--- config.mk ---
export PLATFORM = sky130hd
export DESIGN_NAME = divider_8by4
export DESIGN_NICKNAME = d
export VERILOG_FILES = /design/src/rtl/divider_8by4_pkg.sv /design/src/rtl/divider_step.sv /design/src/rtl/divider_8by4.sv
export SDC_FILE = /design/constraint.sdc
export NUM_CORES = 1
export LEC_CHECK = 0
export ABC_AREA = 1
export CORE_MARGIN = 5
export CORE_UTILIZATION = 45
export CTS_CLUSTER_SIZE = 24
export DETAILED_ROUTE_END_ITERATION = 12
export HOLD_SLACK_MARGIN = 0.03
export PLACE_DENSITY = 0.73
export RECOVER_POWER = 25
export REMOVE_ABC_BUFFERS = 1
export SYNTH_ARGS = -nofsm -noshare
export SYNTH_HDL_FRONTEND = slang
export SYNTH_SLANG_ARGS = --single-unit
--- constraint.sdc ---
create_clock -name CLK -period 1.5 [get_ports CLK]
set_input_delay 0.15 -clock CLK [delete_from_list [all_inputs] [get_ports CLK]]
set_output_delay 0.15 -clock CLK [all_outputs]
set_load 0.01 [all_outputs]
--- src/rtl/divider_8by4_pkg.sv ---
// Shared definitions for the sequential restoring divider.
package divider_8by4_pkg;

  // 2'd3 is never entered; the FSM decodes it back to IDLE.
  typedef enum logic [1:0] {
    ST_IDLE = 2'd0,
    ST_RUN  = 2'd1,
    ST_DONE = 2'd2
  } state_e;

  localparam int N_DEF = 8;
  localparam int M_DEF = 4;

  // Iteration counter width; guarded so a 1-bit dividend still gets a 1-bit counter.
  function automatic int cnt_width(input int n);
    return (n > 1) ? $clog2(n) : 1;
  endfunction

endpackage

--- src/rtl/divider_step.sv ---
// One restoring-division step: compare the partial remainder against the
// divisor and subtract when it fits.
module divider_step #(
  parameter int M = 4
) (
  input  logic [M:0]   T,
  input  logic [M-1:0] D,
  output logic [M-1:0] R_next,
  output logic         qbit
);

  // T < 2*D after the shift, so T - D always fits back into M bits.
  always_comb begin
    qbit   = (T >= {1'b0, D});
    R_next = qbit ? M'(T - {1'b0, D}) : T[M-1:0];
  end

endmodule

--- src/rtl/divider_8by4.sv ---
// Sequential restoring divider: one quotient bit per clock behind a
// START/BUSY/DONE handshake. Divide-by-zero finishes immediately.
module divider_8by4
  import divider_8by4_pkg::*;
#(
  parameter int N = N_DEF,
  parameter int M = M_DEF
) (
  input  logic         CLK,
  input  logic         RST,
  input  logic         START,
  input  logic [N-1:0] DIVIDEND,
  input  logic [M-1:0] DIVISOR,
  output logic [N-1:0] QUOTIENT,
  output logic [M-1:0] REMAINDER,
  output logic         BUSY,
  output logic         DONE,
  output logic         DIV_BY_ZERO
);

  localparam int            CW   = cnt_width(N);
  localparam logic [CW-1:0] LAST = CW'(N - 1);

  state_e         state_q, state_d;
  logic [CW-1:0]  cnt_q, cnt_d;
  logic [N-1:0]   qsh_q, qsh_d;
  logic [M-1:0]   r_q, r_d;
  logic [M-1:0]   d_q, d_d;
  logic [N-1:0]   quot_q, quot_d;
  logic [M-1:0]   rem_q, rem_d;
  logic           dbz_q, dbz_d;

  logic [M:0]     t_w;
  logic [M-1:0]   r_next_w;
  logic           qbit_w;

  // Shift the next dividend bit into the partial remainder.
  assign t_w = {r_q, qsh_q[N-1]};

  divider_step #(.M(M)) u_step (
    .T      (t_w),
    .D      (d_q),
    .R_next (r_next_w),
    .qbit   (qbit_w)
  );

  // Next-state, datapath and result updates.
  always_comb begin
    state_d = state_q;
    cnt_d   = cnt_q;
    qsh_d   = qsh_q;
    r_d     = r_q;
    d_d     = d_q;
    quot_d  = quot_q;
    rem_d   = rem_q;
    dbz_d   = dbz_q;
    case (state_q)
      ST_IDLE: begin
        if (START) begin
          if (DIVISOR != '0) begin
            state_d = ST_RUN;
            qsh_d   = DIVIDEND;
            r_d     = '0;
            d_d     = DIVISOR;
            cnt_d   = '0;
          end else begin
            state_d = ST_DONE;
            quot_d  = '1;
            rem_d   = '1;
            dbz_d   = 1'b1;
          end
        end
      end
      ST_RUN: begin
        qsh_d = {qsh_q[N-2:0], qbit_w};
        r_d   = r_next_w;
        cnt_d = cnt_q + CW'(1);
        if (cnt_q == LAST) begin
          state_d = ST_DONE;
          quot_d  = {qsh_q[N-2:0], qbit_w};
          rem_d   = r_next_w;
          dbz_d   = 1'b0;
        end
      end
      ST_DONE: state_d = ST_IDLE;
      default: state_d = ST_IDLE;
    endcase
  end

  // State and result registers; RST aborts any operation without a DONE.
  always_ff @(posedge CLK) begin
    if (RST) begin
      state_q <= ST_IDLE;
      cnt_q   <= '0;
      qsh_q   <= '0;
      r_q     <= '0;
      d_q     <= '0;
      quot_q  <= '0;
      rem_q   <= '0;
      dbz_q   <= 1'b0;
    end else begin
      state_q <= state_d;
      cnt_q   <= cnt_d;
      qsh_q   <= qsh_d;
      r_q     <= r_d;
      d_q     <= d_d;
      quot_q  <= quot_d;
      rem_q   <= rem_d;
      dbz_q   <= dbz_d;
    end
  end

  assign QUOTIENT    = quot_q;
  assign REMAINDER   = rem_q;
  assign DIV_BY_ZERO = dbz_q;
  assign BUSY        = (state_q == ST_RUN);
  assign DONE        = (state_q == ST_DONE);

endmodule

======== Yosys cells after proc, flatten, opt, wreduce, memory -nomap -nowiden ========
Cells that the tools add are included.
word-level totals
  bits in registers ....................... 34
  bits of input ports ..................... 15
  output and inout bits ................... 15
  logic and storage cells ................. 51
cells by class
  add/subtract/negate cells ............... 2
  magnitude comparators ................... 1
  equal/unequal tests ..................... 7
  mux-type cells .......................... 26
  reduce and logical (&&, ||, !) cells .... 7
operators with widths
  kind                                                                      number
  8-bit two-way mux                                                         5
  8-bit one-hot mux with 2 select lines                                     2
  4-bit two-way mux                                                         6
  4-bit one-hot mux with 2 select lines                                     2
  2-bit two-way mux                                                         3
  3-bit two-way mux                                                         2
  2-bit inequality test (second input constant)                             3
  3-bit one-hot mux with 2 select lines                                     1
  3-bit AND reduction                                                       2
  5-bit by 4-bit >= comparator with 1-bit output                            1
  2-bit one-hot mux with 2 select lines                                     1
  4-bit AND reduction                                                       1
  4-bit nonzero test                                                        1
  4-bit subtractor                                                          1
  3-bit by 1-bit adder with 3-bit output (second input constant)            1
  3-bit == test (second input constant)                                     1
  1-bit two-way mux                                                         3
  2-bit by 1-bit == test with 1-bit output (second input constant)          1
  2-bit == test (second input constant)                                     1
  2-bit zero test                                                           1
  2-bit by 1-bit inequality test with 1-bit output (second input constant)  1
  1-bit one-hot mux with 2 select lines                                     1
  2-bit AND reduction                                                       1
  2-bit nonzero test                                                        1

======== Longest topological paths before layout ========
  depth in word-level cells ............... 4
  mapped depth ............................ 13
  depth with buffers taken out ............ 13

======== By module ========
A second synthesis with hierarchy kept.
unflattened totals
  cells, all modules ...................... 236
  area, all modules ....................... 1694.1 µm²
modules (own cells, without submodules)
  module        instances  cells each  area each (µm²)  seq. area each (µm²)
  divider_8by4  1          197         1448.9           680.7
  divider_step  1          39          245.2            0.0

======== Worst setup path after synthesis ========
No wires, ideal clock.
  path type ............................... reg2reg
  from .................................... register d_q[2]
  to ...................................... register rem_q[2], in the netlist REMAINDER[2]
  setup time .............................. 0.113 ns
  arrival time ............................ 1.405 ns
  path slack .............................. -0.018 ns
  stages on the path, launching flop included .. 11
  buffers on the path ..................... 0
  period minus slack after synthesis ...... 1.518 ns
  cells stage by stage .................... dfxtp_1 inv_1 ha_1 a21oi_1 nand2_1 nand2_1 nand2_1 nand2_1 nand2_1 o21ai_1 inv_1
between the ends
  cells in the longest elaborated chain, start to end .. 4
ends and longest elaborated chain
  what                                                                                       RTL line                                text
  start: declaration                                                                         divider_8by4.sv:28                      logic [M-1:0] d_q, d_d;
  start signal: assignment                                                                   divider_8by4.sv:97                      d_q <= '0;
  start signal: assignment                                                                   divider_8by4.sv:106                     d_q <= d_d;
  4-bit subtractor / 5-bit by 4-bit >= comparator with 1-bit output (equally long branches)  divider_step.sv:15, divider_step.sv:14
  4-bit two-way mux (*)                                                                      divider_step.sv:15                      R_next = qbit ? M'(T - {1'b0, D}) : T[M-1:0];
  4-bit two-way mux (*)                                                                      divider_8by4.sv:78                      if (cnt_q == LAST) begin
  4-bit one-hot mux with 2 select lines (*)                                                  divider_8by4.sv:57                      case (state_q)
  end signal: assignment                                                                     divider_8by4.sv:108                     rem_q <= rem_d;
  end: declaration                                                                           divider_8by4.sv:30                      logic [M-1:0] rem_q, rem_d;
Mark *: on every way between the ends. The rest lies on a longest branch, timed or not. The select of a mux whose other input is x is not followed.
A chain may end at the register's enable or synchronous reset.

======== Final worst setup path ========
Same ends and word-level chain as after synthesis.

==> out/results.txt <==
worst hold stages - 3
H-Tree Depth - 2
first-pass GRT wire length - 5.81 mm
Setup Crit Path Kind - reg -> reg
Hold Slack - 0.409 ns
antenna-violating nets left - 0
CTS tree - done
Netlist Area Pre-Place - 1590 sq um
worst reg-to-reg path cell count - 10
vias in the first global route - 1339
Final Max Slew Viols - 0
actual slew at the worst max-slew pin - 0.456 ns
#FFs+latches synth - 34
final estimated routing congestion in global placement - 0.908
Die Area - 4830 sq um
Initial Utilization - 0.470
Detailed Place HPWL - 2.48 mm
RSZ-0062 raised after global routing - yes
Total Routing Usage GR - 0.150
total grt overflow - 0
Syn-to-layout area delta - 43.4%
Nets - 282
leakage - 0.00101 uW
final wirelength - 3.67 mm
Slowest-stage cell, CP - dfxtp_2
worst path cell trace - inv_2 -> ha_4 -> a21oi_4 -> nand2_1 -> nand2_2 -> nand2_4 -> nand2_2 -> nand2_2 -> o21ai_2 -> inv_1
Tot Pwr - 2630 uW
Inst Count DP - 296
CP top delay family - simple AND/OR/NAND/NOR gates
Reg2Reg Launch Point - d_q[2]$_SDFFE_PP0P_
run status - finished, final reports clean
crit-path max FO - 6
1st-pass router iterations - 4
share of layout cells above drive strength 1 - 0.270
DRC violations left - 0
CTS buffer count - 5
final worst path period share - 0.962
CTS sink count - 34
CP arrival - 1.68 ns
row count - 21
Hold-fix buffers, CTS - 0
Core Box Area - 3390 sq um
Starting DRT DRC Count - 107
CP endpoint kind - flop
CP Buf/Inv Count - 2
Max-cap violations - 0
YS warnings - 0
post-route non-filler standard cell count - 305
dpl cell area - 2050 sq um
wire per inst - 12.0 um
pre-CTS WS - -0.140 ns
Via density - 4.88
CP startpoint kind - flop
Tmin final - 1.44 ns
Post-Layout Inst Area - 2290 sq um
Reg clk slew, reported paths - 0.10 ns
flop2flop setup slack - 0.06 ns
initial antenna violation count - 0
die height - 69.5 um
Syn Area/Cell - 7.66 sq um
vias - 1487
PwrDens - 1150 nW/um^2
die width - 69.5 um
clock skew - 0.00754 ns
sequential element share of the synthesized area - 0.427
clock latency at the later pin of the worst-skew pair - 0.33 ns
Req. time, crit path - 1.74 ns
CP peak stage delay - 0.33 ns
I/O Buffers - 29
Hold WC Path Type - in -> reg
pin count of the biggest net entering global routing - 21
Hold EP - d_q[0]$_SDFFE_PP0P_
hold path startpoint - DIVISOR[0]
post-synth cell types - 27
setup violators final - 0
Fin. Hold Viols - 0
Worst R2R End - REMAINDER[2]$_SDFFE_PP0P_
relative slew slack - 0.695
Max Root-Sink Buffers - 2
cells after synthesis - 208
Worst VDD drop - 788 uV
n_diodes - 0
most used cell, CP - nand2_2
setup slack after layout - 0.0569 ns
highest clock rate - 693 MHz
IO Count - 30
clock root buffer master - clkbuf_4
==> worst register-to-register path: stages (launching register included) <==
cell and delay [ns]:
dfxtp_2 0.33, inv_2 0.07, ha_4 0.21, a21oi_4 0.14
nand2_1 0.08, nand2_2 0.13, nand2_4 0.08, nand2_2 0.08
nand2_2 0.06, o21ai_2 0.12, inv_1 0.04
==> cells in the mapped netlist <==
cell	number	area share
nand2_1	38	0.089
dfxtp_1	34	0.43
nor2_1	27	0.064
a21oi_1	22	0.069
inv_1	21	0.049
o21ai_0	12	0.038
nand3_1	10	0.031
o21bai_1	7	0.033
a211oi_1	6	0.028
ha_1	6	0.047
buf_2	3	0.0094
inv_2	3	0.0071
o21ai_1	3	0.0094
buf_6	2	0.014
nor2_2	2	0.0078
a211oi_2	1	0.0078
a21oi_2	1	0.0055
buf_8	1	0.0094
clkbuf_1	1	0.0024
fa_1	1	0.013
inv_4	1	0.0039
nand2_2	1	0.0039
nand2_4	1	0.0071
nand3_2	1	0.0063
nand4_1	1	0.0039
o211ai_2	1	0.0078
xnor2_1	1	0.0055
==> layer usage <==
metal	vias up	routed length (um)	GRT usage
li1	784	-	-
met5	-	0	0
met2	38	1640	0.225
met4	0	50	0.0629
met1	660	1730	0.182
met3	5	253	0.0710
==> placed cells by master, fill, tap and decap left out, drive strengths merged <==
master,n
o21bai,7
o21ai,15
o211ai,1
nand4,1
nor2,29
inv,25
a211oi,7
clkdlybuf4s50,27
ha,6
nand2,40
buf,21
dlygate4sd2,2
a21oi,23
clkbuf,8
xnor2,1
dfxtp,34
fa,1
nand3,11
==> metrics by stage <==
step	setup TNS, ns	util
6_report	0	0.674
5_1_grt	-0.0931	0.674
4_1_cts	0	0.628
3_5_place_dp	-0.882	0.604
3_3_place_gp	-0.343	0.604
2_1_floorplan	-0.0369	-
==> registers in the layout, indices dropped and copies added (netlist names) <==
name,cells
QUOTIENT,8
qsh_q,8
REMAINDER,4
d_q,4
r_q,4
cnt_q,3
state_q,2
DIV_BY_ZERO,1
==> cell type report <==
type	count	area [sq um]
fill	258	1100
timing repair buffer	52	508
inverter	25	98.8
multi-input combinational	142	880
clock buffer	6	51.3
tap	46	57.6
sequential	34	691
==> kinds of logic (layout without fill, tap and decap cells) <==
| logic type | count (synthesis) | after routing | synth area share |
|---|---|---|---|
| flip-flops | 34 | 34 | 0.427 |
| XOR/XNOR | 1 | 1 | 0.00550 |
| adder cells (fa/ha/maj) | 7 | 7 | 0.0597 |
| AND/OR/NAND/NOR | 81 | 81 | 0.214 |
| buffers and inverters | 32 | 83 | 0.0958 |
| AO/OA/AOI/OAI | 53 | 53 | 0.199 |
==> timing repair <==
item	in CTS	in global routing
endpoints found under the setup margin	12	17
resized for setup	11	29
gates cloned	0	2
pin swaps	1	6
buffers inserted	0	1
==> how the worst max path moves through the flow <==
stage / startpoint / endpoint / depth (start not counted) / slack, ns
3_5_place_dp: d_q[2]$_SDFFE_PP0P_ / REMAINDER[2]$_SDFFE_PP0P_ / 10 / -0.14
2_1_floorplan: d_q[2]$_SDFFE_PP0P_ / REMAINDER[2]$_SDFFE_PP0P_ / 10 / -0.02
3_3_place_gp: d_q[2]$_SDFFE_PP0P_ / REMAINDER[3]$_SDFFE_PP0P_ / 10 / -0.07
5_1_grt: d_q[2]$_SDFFE_PP0P_ / REMAINDER[0]$_SDFFE_PP0P_ / 13 / -0.03
4_1_cts: cnt_q[0]$_SDFFE_PP0P_ / REMAINDER[3]$_SDFFE_PP0P_ / 11 / 0.006
6_report: d_q[2]$_SDFFE_PP0P_ / REMAINDER[2]$_SDFFE_PP0P_ / 10 / 0.06
==> power breakdown <==
group / leakage (uW) / internal (uW) / switching, uW
logic: 0.000697 / 505 / 529
registers: 0.000283 / 1030 / 74.3
clock network: 0.0000302 / 211 / 289
Note: power is estimated with default switching activity, not from simulation.
